==> config.mk <==
export PLATFORM = sky130hd
export DESIGN_NAME = grey_sync_decoder
export DESIGN_NICKNAME = d
export VERILOG_FILES = /design/src/rtl/grey_pkg.sv /design/src/rtl/grey_sync_chain.sv /design/src/rtl/grey_sync_decoder.sv
export SDC_FILE = /design/constraint.sdc
export NUM_CORES = 1
export LEC_CHECK = 0
export BUFFER_PORTS_ARGS = -buffer_cell sky130_fd_sc_hd__buf_2
export CAP_MARGIN = 20
export CORE_UTILIZATION = 57
export DETAILED_ROUTE_END_ITERATION = 16
export PLACE_DENSITY = 0.81
export SLEW_MARGIN = 30
export SYNTH_ARGS = -nofsm -noshare
export SYNTH_HDL_FRONTEND = slang
export SYNTH_SLANG_ARGS = --single-unit
==> constraint.sdc <==
create_clock -name i_clk -period 5.15 [get_ports i_clk]
set_input_delay 1.03 -clock i_clk [delete_from_list [all_inputs] [get_ports i_clk]]
set_output_delay 1.03 -clock i_clk [all_outputs]
set_load 0.02 [all_outputs]
==> src/rtl/grey_pkg.sv <==
// Shared types and helpers for the grey-code synchroniser/decoder.
// grey2bin and popcount work on a MAX_W-wide zero-extended word, so any
// WIDTH up to MAX_W is served by casting in and truncating out.
package grey_pkg;

    localparam int unsigned MAX_W = 32;
    localparam int unsigned POP_W = 6;

    typedef enum logic [1:0] {
        IDLE  = 2'd0,
        PRIME = 2'd1,
        RUN   = 2'd2
    } state_e;

    // Grey to binary: b[k] = b[k+1] ^ g[k]; zero upper bits leave the low bits unaffected.
    function automatic logic [MAX_W-1:0] grey2bin(input logic [MAX_W-1:0] g);
        logic [MAX_W-1:0] b;
        b[MAX_W-1] = g[MAX_W-1];
        for (int k = int'(MAX_W) - 2; k >= 0; k--) begin
            b[k] = b[k+1] ^ g[k];
        end
        return b;
    endfunction

    // Number of set bits.
    function automatic logic [POP_W-1:0] popcount(input logic [MAX_W-1:0] v);
        logic [POP_W-1:0] c;
        c = '0;
        for (int i = 0; i < int'(MAX_W); i++) begin
            c = c + POP_W'(v[i]);
        end
        return c;
    endfunction

endpackage

==> src/rtl/grey_sync_chain.sv <==
// Multi-flop synchroniser for a grey-coded word crossing into i_clk.
// Ports: i_clk, i_rst_n (async active-low), i_grey (async word),
//        o_sync (word after SYNC_STAGES flops).
module grey_sync_chain #(
    parameter int unsigned WIDTH       = 4,
    parameter int unsigned SYNC_STAGES = 2
) (
    input  logic             i_clk,
    input  logic             i_rst_n,
    input  logic [WIDTH-1:0] i_grey,
    output logic [WIDTH-1:0] o_sync
);

    logic [WIDTH-1:0] sync_q [SYNC_STAGES];
    logic [WIDTH-1:0] sync_d [SYNC_STAGES];

    // Shift path: stage 0 samples the input, each later stage takes the one before.
    always_comb begin
        sync_d[0] = i_grey;
        for (int k = 1; k < int'(SYNC_STAGES); k++) begin
            sync_d[k] = sync_q[k-1];
        end
    end

    always_ff @(posedge i_clk or negedge i_rst_n) begin
        if (!i_rst_n) begin
            for (int k = 0; k < int'(SYNC_STAGES); k++) begin
                sync_q[k] <= '0;
            end
        end else begin
            for (int k = 0; k < int'(SYNC_STAGES); k++) begin
                sync_q[k] <= sync_d[k];
            end
        end
    end

    assign o_sync = sync_q[SYNC_STAGES-1];

endmodule

==> src/rtl/grey_sync_decoder.sv <==
// Synchronises a grey word into i_clk, decodes it to binary and classifies
// each change as a unit step (with direction) or an illegal multi-bit jump.
// Ports: i_clk, i_rst_n (async active-low), i_grey (async grey word),
//        i_en (enable), i_err_clr (clear sticky error),
//        o_bin (decoded value), o_valid (baseline loaded), o_step (unit-step pulse),
//        o_dir (1 = up), o_err (sticky illegal-jump flag).
module grey_sync_decoder #(
    parameter int unsigned WIDTH       = 4,
    parameter int unsigned SYNC_STAGES = 2
) (
    input  logic             i_clk,
    input  logic             i_rst_n,
    input  logic [WIDTH-1:0] i_grey,
    input  logic             i_en,
    input  logic             i_err_clr,
    output logic [WIDTH-1:0] o_bin,
    output logic             o_valid,
    output logic             o_step,
    output logic             o_dir,
    output logic             o_err
);
    import grey_pkg::*;

    localparam int unsigned CNT_W = (SYNC_STAGES > 2) ? $clog2(SYNC_STAGES) : 1;

    logic [WIDTH-1:0] sync_g;
    logic [WIDTH-1:0] dec_bin;
    logic [POP_W-1:0] diff_bits;

    state_e           state_q, state_d;
    logic [CNT_W-1:0] cnt_q, cnt_d;
    logic [WIDTH-1:0] bin_q, bin_d;
    logic [WIDTH-1:0] prev_q, prev_d;
    logic             valid_q, valid_d;
    logic             step_q, step_d;
    logic             dir_q, dir_d;
    logic             err_q, err_d;

    grey_sync_chain #(
        .WIDTH       (WIDTH),
        .SYNC_STAGES (SYNC_STAGES)
    ) u_sync (
        .i_clk   (i_clk),
        .i_rst_n (i_rst_n),
        .i_grey  (i_grey),
        .o_sync  (sync_g)
    );

    // Decode and compare against the last accepted grey word.
    assign dec_bin   = WIDTH'(grey2bin(MAX_W'(sync_g)));
    assign diff_bits = popcount(MAX_W'(sync_g ^ prev_q));

    // Next-state and output logic.
    always_comb begin
        state_d = state_q;
        cnt_d   = cnt_q;
        bin_d   = bin_q;
        prev_d  = prev_q;
        valid_d = valid_q;
        step_d  = 1'b0;
        dir_d   = dir_q;
        err_d   = err_q;

        // Clear first so a same-cycle set below takes priority.
        if (i_err_clr) begin
            err_d = 1'b0;
        end

        if (!i_en) begin
            state_d = IDLE;
            valid_d = 1'b0;
            cnt_d   = '0;
        end else begin
            case (state_q)
                IDLE: begin
                    state_d = PRIME;
                    cnt_d   = '0;
                    valid_d = 1'b0;
                end
                // Wait for the chain to flush pre-enable samples, then take a baseline.
                PRIME: begin
                    if (cnt_q == CNT_W'(SYNC_STAGES - 1)) begin
                        bin_d   = dec_bin;
                        prev_d  = sync_g;
                        valid_d = 1'b1;
                        state_d = RUN;
                    end else begin
                        cnt_d = cnt_q + CNT_W'(1);
                    end
                end
                RUN: begin
                    if (diff_bits == POP_W'(1)) begin
                        bin_d  = dec_bin;
                        prev_d = sync_g;
                        step_d = 1'b1;
                        dir_d  = (dec_bin == WIDTH'(bin_q + WIDTH'(1)));
                    end else if (diff_bits > POP_W'(1)) begin
                        bin_d  = dec_bin;
                        prev_d = sync_g;
                        err_d  = 1'b1;
                    end
                end
                default: begin
                    state_d = IDLE;
                end
            endcase
        end
    end

    always_ff @(posedge i_clk or negedge i_rst_n) begin
        if (!i_rst_n) begin
            state_q <= IDLE;
            cnt_q   <= '0;
            bin_q   <= '0;
            prev_q  <= '0;
            valid_q <= 1'b0;
            step_q  <= 1'b0;
            dir_q   <= 1'b0;
            err_q   <= 1'b0;
        end else begin
            state_q <= state_d;
            cnt_q   <= cnt_d;
            bin_q   <= bin_d;
            prev_q  <= prev_d;
            valid_q <= valid_d;
            step_q  <= step_d;
            dir_q   <= dir_d;
            err_q   <= err_d;
        end
    end

    assign o_bin   = bin_q;
    assign o_valid = valid_q;
    assign o_step  = step_q;
    assign o_dir   = dir_q;
    assign o_err   = err_q;

endmodule

After elaboration in Yosys (flattened, before gate mapping). Cells that the tools add are included.

Register bits after elaboration: 23. Bits of input ports: 8. Output and inout port bits: 8. Word-level logic and storage cells: 88.

Add/sub/neg operators: 33. Magnitude comparators: 1. Equal/unequal tests: 9. Mux-type cells: 25. Bitwise logic cells: 4. Reductions and logical operators: 6.

Operator list (number): $add 6x1->6 const B (26); $mux 4 (6); $pmux 4 s2 (2); $mux 1 (12); $add 5x1->6 const B (1); $eq 6x1->1 const B (1); $gt 6x1->1 const B (1); $ne 3x3->1 const B (2); $pmux 2 s3 (1); $add 4x1->5 const B (1); $add 3x1->4 (1); $add 4x1->4 const B (1); $eq 4x4->1 (1); $mux 2 (2); $ne 2x2->1 const B (2); $pmux 1 s2 (2); $reduce_and 2->1 (2); $reduce_and 4->1 (1); $xor 4x4->4 (1); $add 2x1->3 (1); $ne 3x1->1 const B (1); $reduce_and 3->1 (1); $xor 1x1->1 (3); $add 1x1->2 (1); 5 further kinds (5).

Logic depth before layout (Yosys ltp). Gate-level depths: netlist of run 1.

Word-level depth: 37. Depth in mapped cells: 9. Mapped depth without buffers: 9.

By module. From an unflattened synthesis of run 1, not the netlist that was laid out.

Cells, all modules: 88. Area, all modules: 1052.3 µm².

By module, submodules not included: grey_sync_decoder (times used 1, cells each 80, area each 852.1 µm², seq. area each 350.3 µm²); grey_sync_chain (times used 1, cells each 8, area each 200.2 µm², seq. area each 200.2 µm²).

Worst setup path after synthesis of run 1. Ideal clock, no wire load.

Kind: register -> register. Start: reg u_sync.sync_q, in the netlist u_sync.o_sync[0]. End: reg dir_q, in the netlist o_dir. Library setup time: 103 ps. Data arrival time: 2465 ps. Required time: 5047 ps. Slack: 2582 ps. Cell stages (with the launch flop): 8. Buffers on the path: 0. Clock period less this slack: 2568 ps. Path through: dfrtp_1 > xnor2_1 > fa_1 > inv_1 > ha_1 > ha_1 > or4b_4 > o41ai_2.

Word-level cells in the longest chain between the ends: 34. Elaborated cells on any way between the ends: 36. Classes of those cells: add/sub: 31; eq/ne: 2; bitwise: 2; reduce/logical: 1.

RTL lines: from (decl) (line grey_sync_chain.sv:14) `logic [WIDTH-1:0] sync_q [SYNC_STAGES];`; from (signal, indexed assignment) (line grey_sync_chain.sv:32) `sync_q[k] <= sync_d[k];`; $xor 4x4->4 (line grey_sync_decoder.sv:51) `assign diff_bits = popcount(MAX_W'(sync_g ^ prev_q));`; $add 1x1->2 (line grey_pkg.sv:30) `c = c + POP_W'(v[i]);`; $add 2x1->3 (line grey_pkg.sv:30); $add 3x1->4 (line grey_pkg.sv:30); $add 4x1->5 (line grey_pkg.sv:30); $add 5x1->6 (line grey_pkg.sv:30); $add 6x1->6 (26 in a row) (line grey_pkg.sv:30); $eq 6x1->1 (line grey_sync_decoder.sv:92) `if (diff_bits == POP_W'(1)) begin`; $reduce_and 3->1 (no source line); to (signal assigned) (line grey_sync_decoder.sv:127) `dir_q <= dir_d;`; to (decl) (line grey_sync_decoder.sv:36) `logic dir_q, dir_d;`.

Parallel ways exist; a longest one is shown, timed or not. A chain may end at the register's enable or synchronous reset.

Worst setup path after layout of run 1.
Start: reg u_sync.sync_q, in the netlist u_sync.o_sync[3]. End: reg dir_q, in the netlist o_dir.

Word-level cells in the longest chain between the ends: 32. Elaborated cells on any way between the ends: 36. Classes of those cells: add/sub: 29; eq/ne: 2; bitwise: 4; reduce/logical: 1.

RTL lines (line): $xor 4x4->4 (grey_sync_decoder.sv:51); $add 3x1->4 (grey_pkg.sv:30); $add 4x1->5 (grey_pkg.sv:30); $add 5x1->6 (grey_pkg.sv:30); $add 6x1->6 (26 in a row) (grey_pkg.sv:30); $eq 6x1->1 (grey_sync_decoder.sv:92); $reduce_and 3->1 (no source line).

Parallel ways exist; a longest one is shown, timed or not.

==> impl_metrics.py, run 1 <==
metrics = {
    "run_status": {
        "status": "finished, final reports clean",
    },
    "critical_path": {
        "path_class": "reg2reg",
        "cp_data_required_time_ps": 5360,
        "reg2reg_depth": 7,
        "cp_max_fo": 3,
        "critPathLaunchType": "register",
        "end_kind": "register",
        "worstPathArrival_ps": 2920,
    },
    "logic_synthesis": {
        "synth_seq_area_share_pct": 57.1,
        "synthCells": 73,
        "synth_top_family_by_area": "simple AND/OR/NAND/NOR gates",
        "yosys.area_share.simple_pct": 10.1,
        "synth_top_area_share_pct": 57.1,
        "async_flop_share_pct": 100,
        "synth_seq_cells": 22,
        "synth_edf_count": 0,
        "avgSynthCellArea_um2": 13.2,
        "synthFlopType": "dfrtp_1",
        "synth-xor-area-share_pct": 9.99,
        "synth_warnings": 0,
        "yosysTopAreaCell": "dfrtp_1",
        "synthTopCellsByArea": "dfrtp_1 (57%), xnor2_1 (6.4%), mux2_2 (5.8%)",
        "synth_mux_area_share_pct": 8.95,
        "synth_compound_area_share_pct": 4.80,
        "syn_nets": 85,
        "ys_types": 24,
        "syn_area_um2": 965,
        "synth_fa_ha_area_share_pct": 5.97,
    },
    "floorplan": {
        "core_mm2": 0.00154,
        "die_w_um": 43.1,
        "die_h_um": 43.1,
        "die_area_mm2": 0.00186,
        "rows": 14,
        "start_util_pct": 62.6,
        "ios": 16,
    },
    "sta": {
        "tightest_slew_ps": 461,
        "hold_viol_final": 0,
        "rsz0062_at_grt": "no",
        "setup_viol": 0,
        "post-route-period-util_pct": 52.6,
        "post-route-min-period_ps": 2710,
        "fin_skew_ps": 6.82,
        "final_max_slew_viol_count": 0,
        "tns_ps": 0,
        "postLayoutSetupSlackWorst_ps": 2440,
        "slew_headroom_pct": 69.2,
        "holdWs_ps": 359,
        "fmax_ghz": 0.369,
    },
    "worst_hold_path": {
        "worstHoldPathType": "reg2reg",
        "hold_depth": 0,
    },
    "global_routing": {
        "grt.total_usage_pct": 18.2,
        "antenna_found_initial": 0,
        "overflow": 0,
        "grt_max_degree": 23,
        "grt_pass1_vias": 538,
        "grt_pass1_wl_mm": 2.37,
    },
    "finish": {
        "nets": 104,
        "antenna_cells": 0,
        "utilization_pct": 69.7,
        "drive_gt1_share_pct": 30.0,
        "mostFrequentLayoutCells": "dfrtp_1 (22), buf_2 (15), xnor2_1 (7)",
        "multi_input_area_um2": 384,
        "register_area_um2": 551,
        "area_growth_pct": 11.4,
        "final.fill_count": 117,
        "layout_commonest_cell": "dfrtp_1",
    },
    "detailed_routing": {
        "firstDrtPassIters": 2,
        "postRouteAntennaNets": 0,
        "via_count": 584,
        "avgViaCountPerCell": 5.51,
        "route.detailed.drc": 0,
        "wl_per_cell_um": 13.3,
        "drt_wl_total_mm": 1.42,
        "drt_iter0_drc": 4,
    },
    "cts": {
        "cts_buffers": 3,
        "clock_sinks": 22,
        "cts_setup_buffers": 0,
        "ctsLongestPathBuffers": 2,
        "postCtsHoldBufs": 0,
        "cts_tree": "done",
        "htreeDepth": 1,
        "clock_latency_ps": 310,
        "cts.clk_slew.worst_paths_ps": 110,
        "cts_root_buf": "clkbuf_4",
        "cts-resized-gates": 0,
    },
    "pwr": {
        "leakage_nw": 0.537,
        "p_per_area_mw_per_mm2": 531,
        "ir_worst_vdd_mv": 0.280,
    },
    "placed_design": {
        "hpwl_mm": 1.06,
        "gp_congestion": 0.701,
        "port_buffers": 15,
        "post-place-ws_ps": 2460,
    },
    "run": {
        "maxCapViolations": 0,
    },
}
[registers in the layout, summed over array words and instances, names as in the netlist]
name,count
cnt_q,1
o_bin,4
o_dir,1
o_err,1
o_step,1
o_valid,1
prev_q,3
state_q,2
u_sync.o_sync,4
u_sync.sync_d,4
[power by group]
part	switching [W]	internal, W	total (W)
Sequential	0.0000318	0.000207	0.000239
Combinational	0.000135	0.000122	0.000257
Clock	0.0000473	0.0000273	0.0000746
[kinds of logic after synthesis]
logic type | count (synthesis)
compound gates | 6
xor+xnor | 11
fa+ha+maj | 4
buf+inv | 7
flops | 22
mux | 8
simple gates | 15
[stage by stage]
stage / total power [W] / std cells / cell area (µm²)
after floorplan: 0.000446 / 73 / 965
after global placement: 0.000491 / 103 / 1050
after detailed placement: 0.000504 / 103 / 1050
after CTS: 0.000579 / 106 / 1070
after global routing: 0.000613 / 106 / 1070
final: 0.000570 / 106 / 1070
[routing by layer]
| metal | global-route usage, % | wire length (µm) | vias to the layer above |
|---|---|---|---|
| li1 | - | - | 281 |
| met1 | 22.0 | 631 | 283 |
| met2 | 28.7 | 685 | 15 |
| met3 | 3.83 | 48 | 5 |
| met4 | 12.7 | 50 | 0 |
| met5 | 0 | 0 | - |
[worst max-delay path, cell delays in order (launching register included)]
cell	delay (ps)
dfrtp_1	440
xnor2_1	330
fa_1	470
inv_1	60
ha_1	140
ha_1	250
or4b_4	570
o41ai_2	350
[cells in the mapped netlist, types with 2 or more instances]
cell	count
xor2_1	4
dfrtp_1	22
mux2i_1	3
nor2_1	4
nand2_1	3
inv_1	6
mux2_2	5
xnor2_1	7
a21oi_1	2
ha_1	3
[final cells by class]
| type | count | area share, % |
|---|---|---|
| well taps | 16 | 1.86 |
| clock buffers | 3 | 2.10 |
| repair buffers | 15 | 6.98 |
| inverters | 6 | 2.10 |
| multi-input cells | 44 | 35.7 |
| flip-flops and latches | 22 | 51.2 |
[final timing paths]
| check | end | start | slack [ps] |
|---|---|---|---|
| min | u_sync.o_sync[2]$_DFF_PN0_ | u_sync.sync_d[2]$_DFF_PN0_ | 360 |
| max reg2reg | o_dir$_DFFE_PN0P_ | u_sync.o_sync[3]$_DFF_PN0_ | 2440 |
| max in group asynchronous | u_sync.sync_d[3]$_DFF_PN0_ | i_rst_n | 4170 |
| min reg2reg | u_sync.o_sync[2]$_DFF_PN0_ | u_sync.sync_d[2]$_DFF_PN0_ | 360 |
| min in group asynchronous | o_dir$_DFFE_PN0P_ | i_rst_n | 660 |
| max | o_dir$_DFFE_PN0P_ | u_sync.o_sync[3]$_DFF_PN0_ | 2440 |
Power figures use the tool's default switching activity.
==> run 2: changes to the inputs <==
CORE_UTILIZATION = 53   (was 57)
PLACE_DENSITY = 0.76   (was 0.81)
clock period = 2.6 ns   (was 5.15 ns; I/O delays follow)
==> run 2 against run 1 <==
Net effect: register-to-register slack got worse by 2300 ps; sequential share of layout area decreased by 4.9 points; hold slack got worse by 210 ps; non-clock buffer count increased by 7; utilization decreased by 0.13 points.
==> impl_metrics.py, run 2 (synthesis results as in run 1) <==
metrics = {
    "finish": {
        "area_growth_pct": 23.2,
        "mostFrequentLayoutCells": "dfrtp_1 (22), buf_2 (15), buf_4 (7)",
        "stdcell_count": 123,
        "utilization_pct": 69.6,
        "final.fill_count": 135,
        "nets": 111,
        "drive_gt1_share_pct": 37.8,
        "finalInstanceArea_mm2": 0.00119,
        "multi_input_area_um2": 404,
        "register_area_um2": 551,
        "antenna_cells": 0,
        "layout_commonest_cell": "dfrtp_1",
    },
    "floorplan": {
        "core_mm2": 0.00171,
        "rows": 15,
        "die_w_um": 44.7,
        "die_h_um": 44.7,
        "start_util_pct": 56.5,
        "ios": 16,
        "die_area_mm2": 0.00199,
    },
    "critical_path": {
        "max_stage_delay_ps": 540,
        "cp_max_fo": 8,
        "critPathTopFamily": "adder cells",
        "worst-path-buf-inv": 2,
        "cp_data_required_time_ps": 2810,
        "worstPathArrival_ps": 2650,
        "cp_cell_sequence": "xnor2_1, fa_1, inv_1, ha_1, ha_4, nor3_1, o21ai_2, buf_4, mux2_2",
        "path_class": "reg2reg",
        "r2r_setup_slack_ps": 150,
        "critPathLaunchType": "register",
        "end_kind": "register",
        "slowest_stage": "fa_1",
    },
    "sta": {
        "post-route-min-period_ps": 2450,
        "slew_headroom_pct": 68.6,
        "tightest_slew_ps": 470,
        "tns_ps": 0,
        "setup_viol": 0,
        "post-route-period-util_pct": 94.2,
        "rsz0062_at_grt": "no",
        "fmax_ghz": 0.408,
        "fin_skew_ps": 5.96,
        "final_max_slew_viol_count": 0,
        "hold_viol_final": 0,
    },
    "placed_design": {
        "gp_congestion": 0.779,
        "placed_area_mm2": 0.00109,
        "hpwl_mm": 1.04,
        "dp_cells": 116,
        "port_buffers": 15,
    },
    "detailed_routing": {
        "drt_iter0_drc": 1,
        "drt_wl_total_mm": 1.39,
        "postRouteAntennaNets": 0,
        "wl_per_cell_um": 11.3,
        "firstDrtPassIters": 3,
        "avgViaCountPerCell": 4.75,
        "via_count": 584,
        "route.detailed.drc": 0,
    },
    "global_routing": {
        "grt_max_degree": 23,
        "antenna_found_initial": 0,
        "overflow": 0,
        "grt.total_usage_pct": 18.2,
        "grt_pass1_vias": 598,
        "grt_pass1_wl_mm": 2.43,
    },
    "pwr": {
        "ir_worst_vdd_mv": 0.619,
        "leakage_nw": 0.591,
        "p_per_area_mw_per_mm2": 1120,
    },
    "cts": {
        "cts_tree": "done",
        "clock_latency_ps": 310,
        "htreeDepth": 1,
        "cts.clk_slew.worst_paths_ps": 120,
        "postCtsHoldBufs": 0,
        "clock_sinks": 22,
        "cts_buffers": 3,
        "ctsLongestPathBuffers": 2,
        "cts_root_buf": "clkbuf_4",
    },
    "worst_hold_path": {
        "worstHoldPathType": "in2async",
    },
    "run_status": {
        "status": "finished, final reports clean",
    },
    "run": {
        "maxCapViolations": 0,
    },
}
[run 2: cell count changes in the layout (fill, tap and decap cells not counted)]
cell       change
ha_1           -1
xnor2_1        -1
ha_4           +1
buf_4          +7
xnor2_2        +1
bufinv_16      +1
[run 2: layout make-up]
| type | count | area share [%] |
|---|---|---|
| Sequential cell | 22 | 46.3 |
| Multi-Input combinational cell | 44 | 34.0 |
| Timing Repair Buffer | 22 | 10.7 |
| Tap cell | 25 | 2.63 |
| Clock inverter | 1 | 2.53 |
| Clock buffer | 3 | 1.89 |
| Inverter | 6 | 1.89 |
[run 2: repair_timing]
item / CTS / global route
pin swaps: 0 / 2
resized for setup: 1 / 1
buffers inserted: 1 / 2
cloned: 0 / 0
setup endpoints to repair: 3 / 6
[run 2: worst paths after layout]
path                                                  from  cells past startpoint                         end
min in group i_clk                               i_grey[1]                      1  u_sync.sync_d[1]$_DFF_PN0_
worst max-delay path                 prev_q[0]$_DFFE_PN0P_                      9       prev_q[0]$_DFFE_PN0P_
max in group asynchronous                          i_rst_n                      1         o_valid$_DFFE_PN0P_
worst max register to register       prev_q[0]$_DFFE_PN0P_                      9       prev_q[0]$_DFFE_PN0P_
worst min register to register  u_sync.sync_d[0]$_DFF_PN0_                      0  u_sync.o_sync[0]$_DFF_PN0_
worst min-delay path                               i_rst_n                      1        o_bin[2]$_DFFE_PN0P_
[run 2: stage by stage]
stage | setup WS, ps | hold WS (ps) | total power (W)
2_1_floorplan | 31.7 | 224 | 0.000883
3_3_place_gp | 54.5 | 334 | 0.000986
5_1_grt | 48.7 | 165 | 0.00144
4_1_cts | 24.8 | 154 | 0.00133
3_5_place_dp | -7.39 | 337 | 0.00101
6_report | 150 | 147 | 0.00133
[run 2: power breakdown]
part / switching, W / internal (W)
Sequential: 0.0000619 / 0.000410
Combinational: 0.000297 / 0.000303
Clock: 0.000101 / 0.000156
[run 2: metal layers]
| layer | routed length, µm | GRT usage (%) |
|---|---|---|
| met1 | 611 | 21.1 |
| met2 | 698 | 29.1 |
| met3 | 45 | 4.90 |
| met4 | 38 | 12.7 |
| met5 | 0 | 0 |
==> run 3: changes to the inputs <==
PLACE_DENSITY = 0.87   (was 0.76)
==> run 3 against run 2 <==
Net effect: maximum frequency is 4.7% lower; hold slack better by 14 ps; global-route usage is 1.6 points lower; cell count is 2.4% lower; first-iteration DRC count stayed put; non-clock buffer count is 2 lower.
==> impl_metrics.py, run 3 (synthesis results as in run 1) <==
metrics = {
    "detailed_routing": {
        "firstDrtPassIters": 4,
        "drt_iter0_drc": 1,
        "wl_per_cell_um": 11.4,
        "drt_wl_total_mm": 1.36,
        "postRouteAntennaNets": 0,
        "route.detailed.drc": 0,
        "avgViaCountPerCell": 4.82,
        "via_count": 578,
    },
    "cts": {
        "ctsLongestPathBuffers": 2,
        "clock_sinks": 22,
        "cts_root_buf": "clkbuf_4",
        "cts_buffers": 3,
        "clock_latency_ps": 290,
        "htreeDepth": 1,
        "cts.clk_slew.worst_paths_ps": 110,
        "postCtsHoldBufs": 0,
        "cts_tree": "done",
    },
    "floorplan": {
        "core_mm2": 0.00171,
        "die_area_mm2": 0.00199,
        "die_h_um": 44.7,
        "rows": 15,
        "die_w_um": 44.7,
        "start_util_pct": 56.5,
        "ios": 16,
    },
    "global_routing": {
        "grt_pass1_vias": 530,
        "overflow": 0,
        "antenna_found_initial": 0,
        "grt.total_usage_pct": 16.6,
        "grt_max_degree": 23,
        "grt_pass1_wl_mm": 2.30,
    },
    "run": {
        "maxCapViolations": 0,
    },
    "finish": {
        "register_area_um2": 551,
        "final.fill_count": 138,
        "drive_gt1_share_pct": 36.8,
        "antenna_cells": 0,
        "stdcell_count": 120,
        "layout_commonest_cell": "dfrtp_1",
        "nets": 109,
        "multi_input_area_um2": 412,
        "area_growth_pct": 19.3,
        "mostFrequentLayoutCells": "dfrtp_1 (22), buf_2 (15), inv_1 (6)",
    },
    "critical_path": {
        "worstPathArrival_ps": 2760,
        "cp_data_required_time_ps": 2800,
        "max_stage_delay_ps": 550,
        "rr_startpoint": "u_sync.o_sync[0]$_DFF_PN0_",
        "reg2reg_depth": 7,
        "end_kind": "register",
        "path_class": "reg2reg",
        "cp_max_fo": 3,
        "crit_path_start": "u_sync.o_sync[0]$_DFF_PN0_",
        "critPathLaunchType": "register",
        "cp_cell_sequence": "xnor2_2, fa_1, inv_1, ha_1, ha_4, or4b_4, o41ai_2",
        "slowest_stage": "or4b_4",
    },
    "pwr": {
        "comb_power_share_pct": 48.6,
        "leakage_nw": 0.572,
        "ir_worst_vdd_mv": 0.561,
        "internal_power_w": 0.000760,
        "p_sw_w": 0.000436,
        "p_per_area_mw_per_mm2": 1040,
        "swShare_pct": 36.5,
        "pwr-share-seq_pct": 39.6,
        "pwr-share-clk_pct": 11.8,
    },
    "worst_hold_path": {
        "worstHoldPathType": "in2async",
    },
    "sta": {
        "slew_headroom_pct": 69.3,
        "holdWs_ps": 161,
        "fin_skew_ps": 4.30,
        "fmax_ghz": 0.389,
        "setup_viol": 0,
        "post-route-period-util_pct": 98.8,
        "post-route-min-period_ps": 2570,
        "final_max_slew_viol_count": 0,
        "rsz0062_at_grt": "yes",
        "tightest_slew_ps": 460,
        "hold_viol_final": 0,
    },
    "run_status": {
        "status": "finished, final reports clean",
    },
    "placed_design": {
        "gp_congestion": 0.694,
        "dp_cells": 115,
        "hpwl_um": 986,
        "port_buffers": 15,
    },
}
-- run 3: cell count changes in the layout (fill, tap and decap cells not counted) --
cell,change
buf_4,-2
bufinv_16,-1
xnor2_1,-1
xnor2_2,+1
-- run 3: area by class of cell --
type | instances | share of cell area (%)
clock buffers | 3 | 1.96
inverters | 6 | 1.96
multi-input cells | 44 | 35.8
flip-flops and latches | 22 | 47.8
well taps | 25 | 2.72
repair buffers | 20 | 9.78
-- run 3: critical path: cells and delay by family (launching register included) --
kind	cells	cell delay [ps]
adders and majority gates	3	970
AOI/OAI and AO/OA	1	330
DFF	1	430
xor gates and xnor gates	1	160
and+or+nand+nor	1	550
buffers and inverters	1	40
-- run 3: power groups by stage --
stage | Clock [W] | Combinational (W) | Sequential (W)
floorplan | 0 | 0.000379 | 0.000504
global placement | 0 | 0.000508 | 0.000472
detailed placement | 0 | 0.000520 | 0.000476
CTS | 0.000153 | 0.000570 | 0.000469
global route | 0.000159 | 0.000668 | 0.000486
finish | 0.000141 | 0.000581 | 0.000474
-- run 3: stage by stage --
stage	setup TNS [ps]	instance area, µm²	utilization, %	total power [W]	worst slack, ps
after floorplan	0	965	-	0.000883	31.7
after global placement	0	1090	63.6	0.000980	55.2
after detailed placement	0	1090	63.6	0.000997	0.154
after CTS	0	1120	65.6	0.00119	39.5
after global routing	-80.4	1150	67.4	0.00131	-77.4
final	0	1150	67.4	0.00120	30.9
-- run 3: per-layer routing --
| layer | wire, µm | global-route usage [%] | vias to the layer above |
|---|---|---|---|
| met4 | 21 | 9.09 | 0 |
| met1 | 587 | 20.1 | 276 |
| met3 | 40 | 2.45 | 2 |
| met2 | 714 | 28.2 | 11 |
| li1 | - | - | 289 |
| met5 | 0 | 0 | - |
-- run 3: repair_timing --
action,CTS,global route
pin swaps,0,1
resized for setup,1,2
setup endpoints to repair,1,6
setup buffers,0,2
-- run 3: final timing paths --
check                      slack [ps]                          to
hold / removal                    160      state_q[0]$_DFFE_PN0P_
setup reg to reg                   30           o_dir$_DFFE_PN0P_
hold reg to reg                   360  u_sync.o_sync[2]$_DFF_PN0_
min in group i_clk                330  u_sync.sync_d[3]$_DFF_PN0_
setup / recovery                   30           o_dir$_DFFE_PN0P_
max in group asynchronous        2120  u_sync.sync_d[0]$_DFF_PN0_
